`config.mk`:
```
export PLATFORM = sky130hd
export DESIGN_NAME = mux_arbiter
export DESIGN_NICKNAME = d
export VERILOG_FILES = /design/src/rtl/mux_arbiter.sv
export SDC_FILE = /design/constraint.sdc
export NUM_CORES = 1
export LEC_CHECK = 0
export CORE_MARGIN = 4
export CORE_UTILIZATION = 40
export DETAILED_ROUTE_END_ITERATION = 10
export GPL_TIMING_DRIVEN = 0
export PLACE_DENSITY_LB_ADDON = 0.3
export SETUP_SLACK_MARGIN = 0.2
export SLEW_MARGIN = 5
export SYNTH_ARGS = -nofsm -noshare
export SYNTH_HDL_FRONTEND = slang
export SYNTH_SLANG_ARGS = --single-unit
```
`constraint.sdc`:
```
create_clock -name clk -period 2.2 [get_ports clk]
set_input_delay 0.44 -clock clk [delete_from_list [all_inputs] [get_ports clk]]
set_output_delay 0.44 -clock clk [all_outputs]
set_load 0.01 [all_outputs]
```
`src/rtl/mux_arbiter.sv`:
```
// Round-robin arbiter producing a registered one-hot mux select with a
// per-grant hold limit, a done/abandon release and one idle cycle between grants.
module mux_arbiter #(
  parameter int unsigned REQ_NUM  = 4,
  parameter int unsigned MAX_HOLD = 15
) (
  input  logic                       clk,
  input  logic                       rst,
  input  logic [REQ_NUM-1:0]         req,
  input  logic                       done,
  output logic [REQ_NUM-1:0]         grant,
  output logic                       grant_valid,
  output logic [$clog2(REQ_NUM)-1:0] grant_id,
  output logic                       timeout
);

  localparam int unsigned ID_W = $clog2(REQ_NUM);

  typedef enum logic {IDLE, BUSY} state_t;

  state_t            state, state_n;
  logic [REQ_NUM-1:0] grant_n;
  logic [ID_W-1:0]   id_n;
  logic [ID_W-1:0]   last_id, last_n;
  logic [7:0]        hold, hold_n;
  logic              timeout_n;
  logic              found;
  logic [ID_W-1:0]   pick;
  logic              at_max;
  logic              owner_req;

  // Search starts one past the previous winner, so the last winner ranks lowest.
  always_comb begin : arb_pick
    int unsigned idx;
    found = 1'b0;
    pick  = '0;
    idx   = 0;
    for (int unsigned k = 1; k <= REQ_NUM; k++) begin
      idx = (int'(last_id) + k) % REQ_NUM;
      if (!found && req[idx]) begin
        found = 1'b1;
        pick  = ID_W'(idx);
      end
    end
  end

  assign at_max    = (hold == 8'(MAX_HOLD));
  assign owner_req = req[grant_id];

  always_comb begin
    state_n   = state;
    grant_n   = grant;
    id_n      = grant_id;
    last_n    = last_id;
    hold_n    = hold;
    timeout_n = 1'b0;
    case (state)
      IDLE: begin
        if (found) begin
          state_n = BUSY;
          grant_n = REQ_NUM'(1) << pick;
          id_n    = pick;
          last_n  = pick;
          hold_n  = '0;
        end
      end
      BUSY: begin
        if (done || !owner_req || at_max) begin
          state_n   = IDLE;
          grant_n   = '0;
          id_n      = '0;
          // done wins over the hold limit; an abandon never counts as a timeout
          timeout_n = !done && owner_req && at_max;
        end else if (!at_max) begin
          hold_n = hold + 8'd1;
        end
      end
      default: begin
        state_n = IDLE;
        grant_n = '0;
        id_n    = '0;
      end
    endcase
  end

  always_ff @(posedge clk) begin
    if (rst) begin
      state    <= IDLE;
      grant    <= '0;
      grant_id <= '0;
      last_id  <= ID_W'(REQ_NUM - 1);
      hold     <= '0;
      timeout  <= 1'b0;
    end else begin
      state    <= state_n;
      grant    <= grant_n;
      grant_id <= id_n;
      last_id  <= last_n;
      hold     <= hold_n;
      timeout  <= timeout_n;
    end
  end

  assign grant_valid = (state == BUSY);

endmodule
```
Word-level counts from Yosys, hierarchy flattened --
Cells that the tools add are included.
Word-level totals: register bits after elaboration 18, input bits 7, output and inout port bits 8, logic and storage cells 71
Operators by class: $add $sub $neg 5, magnitude comparators 5, equality and inequality tests 5, shift operators 1, multiplexer cells 31, bitwise operators 2, reductions and logical operators 16
Operators with widths (count):
- $mux 8 | 3
- $pmux 8 s2 | 1
- $lt 2x3->1 const B | 5
- $mux 2 | 6
- $mux 1 | 11
- $bmux 1 s2 | 5
- $add 8x1->8 const B | 1
- $eq 8x4->1 const B | 1
- $mux 4 | 2
- $pmux 4 s2 | 1
- $ne 2x2->1 const B | 3
- $logic_and 1x1->1 | 5
- $logic_not 1->1 | 5
- $add 2x1->2 const B | 2
- $add 2x2->2 const B | 2
- $pmux 2 s2 | 1
- $reduce_and 2->1 | 2
- $shl 1x2->4 const A | 1
- $reduce_and 3->1 | 1
- $reduce_or 3->1 | 1
- $logic_or 1x1->1 | 2
- $ne 2x1->1 const B | 1
- $not 1->1 | 2
- $pmux 1 s2 | 1

Longest topological paths before layout --
Gate-level depths: netlist (run 1).
depth in word-level cells 16, gate-level depth with buffers 6, gate-level depth less buffers 6

Worst setup path before layout (run 1) --
OpenSTA, ideal clock, no wires.
kind input to register, start input port done, end register hold[0], library setup time 0.063 ns, arrival 1.475 ns, required time 2.137 ns, slack 0.662 ns, stages 6, path buffers 1, path through or3b_1 o22ai_2 buf_6 nand2_4 mux2_4 nor2_2
Between the ends: longest elaborated chain between the ends 4
Ends and longest elaborated chain:
- start: declaration | RTL line 10 | input logic done,
- $logic_or 1x1->1 (2 in series) | RTL line 68 | if (done || !owner_req || at_max) begin
- $ne 2x2->1 (no source line)
- $reduce_and 3->1 (no source line)
- end signal: assignment | RTL line 99 | hold <= hold_n;
- end: declaration | RTL line 25 | logic [7:0] hold, hold_n;
Every way passes these cells. A chain may end at the register's enable or synchronous reset.

Final worst setup path (run 1) --
start input port req[1], end register hold[0]
Between the ends: longest elaborated chain between the ends 14, elaborated cells between the ends (all ways) 26, those cells by class 2 x eq/ne; 14 x mux; 10 x reduce/logical
Ends and longest elaborated chain:
- start: declaration | RTL line 9 | input logic [REQ_NUM-1:0] req,
- $bmux 1 s2 | RTL line 40 | if (!found && req[idx]) begin
- $mux 1 (implied by the code) | RTL line 40
- $mux 1 | RTL line 40
- $logic_not 1->1 | RTL line 40
- $logic_and 1x1->1 | RTL line 40
- $mux 1 | RTL line 40
- $logic_not 1->1 | RTL line 40
- $logic_and 1x1->1 | RTL line 40
- $mux 1 | RTL line 40
- $logic_not 1->1 | RTL line 40
- $logic_and 1x1->1 | RTL line 40
- $mux 1 | RTL line 40
- $ne 2x2->1 (no source line)
- $reduce_and 3->1 (no source line) *
Every way passes the cells marked *; elsewhere a longest branch is shown, timed or not. The select of a mux whose other input is x is not followed.

==> metrics.cfg, run 1 <==
[cells_and_area]
area_growth_pct = 25.0
diodes = 0
fillers = 185
nets = 126
drive_gt1_share_pct = 12.0
fin_area_sq_um = 1100
final_cells = 144

[cts]
clockBufferDepth = 2
cts_tree = yes
cts_root_buf = clkbuf_4
clk_latency_ns = 0.29
ctsHoldBuffers = 0
htreeDepth = 1
cts-resized-gates = 0
cts_setup_buffers = 0
clk_pin_slew_ns = 0.10
numCtsBuffers = 3
cts_num_sinks = 18

[synthesis]
synth.net_count = 107
synth_edf_count = 0
seq_area_frac_synth_pct = 40.9
synthFlopType = dfxtp_1
synth_area_sq_um = 882
avgSynthCellArea_sq_um = 8.91
ys_types = 38
synth_seq_cells = 18
syn_inst = 99
yosysWarnings = 0
synthArstFlopShare_pct = 0

[min_path]
hold_start = grant[1]
hold_depth = 1
hold_path_end = grant[1]
min_path_type = flip-flop to flip-flop

[job]
max_cap_viol_count = 0

[worst_setup_path]
required_ns = 2.44
rrSetupSlack_ns = 0.44
r2r_start = hold[0]
crit_slowest_cell = clkdlybuf4s50_1
slowest_delay_ns = 0.51
crit_type = input pin to flip-flop
arrival_ns = 2.05
r2r-end = grant[2]
worstRegToRegCells = 6
crit_path_cell_trace = clkdlybuf4s50_1 > nor4_4 > or2_2 > clkbuf_2 > nand2_1 > mux2_4 > nor2_2
end_kind = flip-flop
cp-start-kind = input pin
crit_fanout = 6

[grt]
grt-ovfl-total = 0
grt_first_pass_wirelength_um = 3020
grt_pass1_vias = 738
antenna_found_initial = 0
grtUsageTotal_pct = 13.8
grt_max_degree = 11

[detailed_routing]
routed-via-count = 724
ant_nets = 0
dr.first_iter.drc_count = 6
drt-total-wl_um = 1690
drcViolationCount = 0
wl_per_cell_um = 11.7
viasPerCell = 5.03
first_pass_iters = 4

[sta]
hold_viol = 0
slew_viol_final = 0
setup_viol = 0
final_period_minus_worst_setup_slack_ns = 1.81
skew_ns = 0.00538
fin_crit_sh_pct = 82.5
worst_slew_pin_slew_ns = 0.437
rsz0062_at_grt = false
clock.fmax_mhz = 551
max_slew_margin_pct = 70.9
tns_ns = 0

[status]
status = finished, final reports clean

[die]
ios = 15
initial_core_util_pct = 43.6
coreArea_sq_um = 2020
die_y_um = 55.0
die-area_sq_um = 3020
die_x_um = 55.0
num_rows = 16

[pwr]
total_power_uw = 683
peakVddDrop_uv = 453
leakage_uw = 0.000416
p_per_area_nw_per_um2 = 620

[placed_design]
dp_hpwl_um = 1280
postPlaceCellArea_sq_um = 1060
io_buffers = 14
dpl.cell_count = 140
gp_congestion = 0.702

==> where the power goes <==
part	switching (uW)	internal, uW	total (uW)	leakage, uW
Clock	99.1	101	200	0.0000210
Combinational	61.1	67.4	128	0.000248
Sequential	12.9	342	355	0.000147
Total	173	510	683	0.000416
==> final cells by class <==
type	instances	area, sq um	share of cell area (%)
repair buffers	14	140	12.7
clock buffers	4	36.3	3.29
plain buffers	4	23.8	2.16
inverters	2	7.51	0.681
well taps	27	33.8	3.06
flip-flops and latches	18	360	32.7
multi-input cells	75	500	45.4
==> metal layers <==
layer | global-route usage, % | up-vias | routed length, um | share of wire, %
met5 | 0 | - | 0 | 0
met4 | 2.43 | 0 | 10 | 0.59
met3 | 5.63 | 2 | 80 | 4.7
met2 | 24.4 | 13 | 793 | 47
met1 | 15.6 | 325 | 802 | 48
li1 | - | 384 | - | -
==> cell usage after synthesis (2+ instances only) <==
cell type | count | area (sq um)
mux2i_1 | 3 | 30.0
inv_1 | 2 | 7.51
and3_1 | 2 | 12.5
xor2_1 | 5 | 43.8
nand3_1 | 4 | 20.0
nand2_1 | 5 | 18.8
nand2b_1 | 4 | 25.0
clkbuf_1 | 3 | 11.3
a22o_1 | 5 | 43.8
nor2_1 | 16 | 60.1
dfxtp_1 | 18 | 360
nand4_1 | 2 | 12.5
a21oi_1 | 5 | 25.0
==> per-stage QoR <==
stage                     hold slack, ns  setup WS (ns)  utilization, %
final                              0.493          0.385            54.5
after global routing               0.511          0.265            54.5
after CTS                          0.494          0.247            54.0
after detailed placement           0.466        -0.0622            52.2
after global placement             0.472         0.0122            52.2
after floorplan                    0.480          0.662               -
==> state kept, by name (all words and copies together) (netlist names) <==
signal	count
grant	4
grant_valid	1
hold	8
timeout	1
grant_id	2
last_id	2
==> placed cells by master (no fill, tap or decap), drive strengths merged, types with 3 or more instances in the layout <==
cell           count
a21oi              5
xor2               5
mux2i              3
nand2b             4
nand3              4
nor2              17
dfxtp             18
a22o               5
clkbuf             7
clkdlybuf4s50     14
nand2              6
==> kinds of logic after synthesis <==
group / Yosys count / synth area share, %
AOI/OAI and AO/OA: 20 / 16.5
xor gates and xnor gates: 6 / 5.96
adders and majority gates: 1 / 1.42
buffers and inverters: 6 / 3.40
DFF: 18 / 40.9
muxes: 4 / 5.11
and+or+nand+nor: 44 / 26.8
==> how the worst max path moves through the flow <==
stage	slack [ns]	startpoint	depth (start not counted)	to
2_1_floorplan	0.66	done	6	hold[0]
3_3_place_gp	0.01	req[1]	7	hold[0]
3_5_place_dp	-0.06	req[1]	7	hold[0]
4_1_cts	0.25	req[1]	7	hold[0]
5_1_grt	0.26	req[1]	6	grant[0]
6_report	0.39	req[1]	7	hold[0]
==> worst max-delay path, delay by kind of cell <==
kind          cells  cell delay [ns]
simple gates      4             0.68
mux               1             0.26
buf+inv           2             0.67
No activity file was read; power rests on OpenSTA's default activity.
==> run 2: changes to the inputs <==
Clock period 2.2 ns to 1.6 ns, I/O delays scaled along.
==> run 2 against run 1 <==
  * Cell area is 11% higher
  * Hold slack lost 0.0070 ns
  * Sequential cell count unchanged
  * Cell count rose by 4.2%
  * Via count up 8.3%
  * Clock skew up 0.0024 ns
  * Die area did not move
  * Critical path depth is 1 lower
  * Setup slack got worse by 0.29 ns
  * Count of clock-buffer cells in the layout unchanged
  * Register-to-register slack lost 0.35 ns
  * Critical path type is now flip-flop to flip-flop
  * Largest power group unchanged
==> metrics.cfg, run 2 (synthesis results as in run 1) <==
[status]
status = finished, final reports clean

[cells_and_area]
diodes = 0
utilization_pct = 60.6
largest_reg_flops = 8
nets = 132
area_growth_pct = 38.9
fin_area_sq_um = 1220
fillers = 173
reg_top3 = hold (8), grant (4)
final_common_cell = nor2_1
drive_gt1_share_pct = 32.5
final_cells = 150
largest-register = hold
mostFrequentLayoutCells = nor2_1, dfxtp_1, dlygate4sd2_1

[die]
ios = 15
num_rows = 16
initial_core_util_pct = 43.6
die_x_um = 55.0
die_y_um = 55.0
die-area_sq_um = 3020
coreArea_sq_um = 2020

[pwr]
p_clk_share_pct = 28.9
peakVddDrop_uv = 557
p_int_uw = 711
power_frac_comb_pct = 21.1
leakage_uw = 0.000506
power_switching_share_pct = 27.0
power_frac_seq_pct = 50.0
p_sw_uw = 263
p_per_area_nw_per_um2 = 795

[worst_setup_path]
required_ns = 1.84
arrival_ns = 1.75
end_kind = flip-flop
crit_type = flip-flop to flip-flop
crit_fanout = 5
cp-start-kind = flip-flop

[grt]
grt-ovfl-total = 0
grt_first_pass_wirelength_um = 3120
antenna_found_initial = 0
grt_pass1_vias = 705
grt_max_degree = 11
grtUsageTotal_pct = 14.5

[min_path]
min_path_type = flip-flop to flip-flop

[cts]
ctsHoldBuffers = 0
numCtsBuffers = 3
cts_root_buf = clkbuf_4
clk_pin_slew_ns = 0.10
htreeDepth = 1
cts_num_sinks = 18
clk_latency_ns = 0.30
cts_tree = yes
clockBufferDepth = 2

[sta]
slew_viol_final = 0
hold_viol = 0
final_period_minus_worst_setup_slack_ns = 1.51
worst_slew_pin_slew_ns = 0.542
clock.fmax_mhz = 662
tns_ns = 0
fin_crit_sh_pct = 94.3
max_slew_margin_pct = 63.9
skew_ns = 0.00782
setup_viol = 0
rsz0062_at_grt = true

[placed_design]
gp_congestion = 0.784
postPlaceCellArea_sq_um = 1060
dpl.cell_count = 140
dp_hpwl_um = 1310
io_buffers = 14

[detailed_routing]
drt-total-wl_um = 1920
ant_nets = 0
first_pass_iters = 4
routed-via-count = 784
dr.first_iter.drc_count = 5
wl_per_cell_um = 12.8
viasPerCell = 5.23
drcViolationCount = 0

[job]
max_cap_viol_count = 0

[run 2: cell count changes in the layout (fill, tap and decap cells not counted), moves of 2 or more]
cell and change:
buf_4 +5, clkbuf_2 +3, clkdlybuf4s50_1 -13, dfxtp_1 -6
dfxtp_2 +4, dfxtp_4 +2, dlygate4sd2_1 +9, mux2i_1 -2
mux2i_4 +2, nor2_1 -2
[run 2: area by class of cell]
type / count / area (sq um) / area share [%]
tap: 27 / 33.8 / 2.76
clock buffer: 4 / 36.3 / 2.96
inverter: 2 / 7.51 / 0.613
timing repair buffer: 20 / 156 / 12.8
multi-input combinational: 75 / 591 / 48.2
sequential: 18 / 373 / 30.4
buffer: 4 / 27.5 / 2.25
[run 2: critical path, cell delays in order, from the launching register on]
cell,delay (ns)
dfxtp_4,0.37
or3b_4,0.38
o22ai_4,0.14
buf_6,0.15
nand2_4,0.05
mux2_4,0.30
nor2_2,0.07
[run 2: path summary, 6_finish.rpt]
check / depth (start not counted) / startpoint / slack (ns) / end
worst max register to register: 6 / grant_valid / 0.09 / hold[0]
worst min register to register: 1 / grant[1] / 0.49 / grant[1]
worst max-delay path: 6 / grant_valid / 0.09 / hold[0]
worst min-delay path: 1 / grant[1] / 0.49 / grant[1]
[run 2: stage by stage]
stage,hold slack [ns],setup slack (ns),total power (uW)
after floorplan,0.480,0.138,603
after detailed placement,0.468,-0.397,675
after CTS,0.490,0.0645,979
after global routing,0.519,0.0383,1020
after global placement,0.466,-0.377,670
final,0.486,0.0905,974
[run 2: repair_timing]
action / 4_1_cts / 5_1_grt
pin swaps: 4 / 9
cloned: 1 / 0
setup endpoints to repair: 25 / 18
buffers inserted: 4 / 1
resized for setup: 35 / 12
[run 2: per-layer routing]
| layer | up-vias | part of all wire, % | track usage [%] |
|---|---|---|---|
| met3 | 4 | 4.3 | 4.29 |
| met5 | - | 0 | 0 |
| met1 | 369 | 45 | 16.1 |
| li1 | 397 | - | - |
| met2 | 14 | 50 | 25.2 |
| met4 | 0 | 1.3 | 6.88 |
[run 2: power groups by stage]
stage | logic (uW) | registers (uW) | clock network, uW
6_report | 206 | 487 | 281
5_1_grt | 224 | 490 | 308
4_1_cts | 195 | 486 | 298
3_5_place_dp | 177 | 498 | 0
3_3_place_gp | 173 | 498 | 0
2_1_floorplan | 101 | 502 | 0
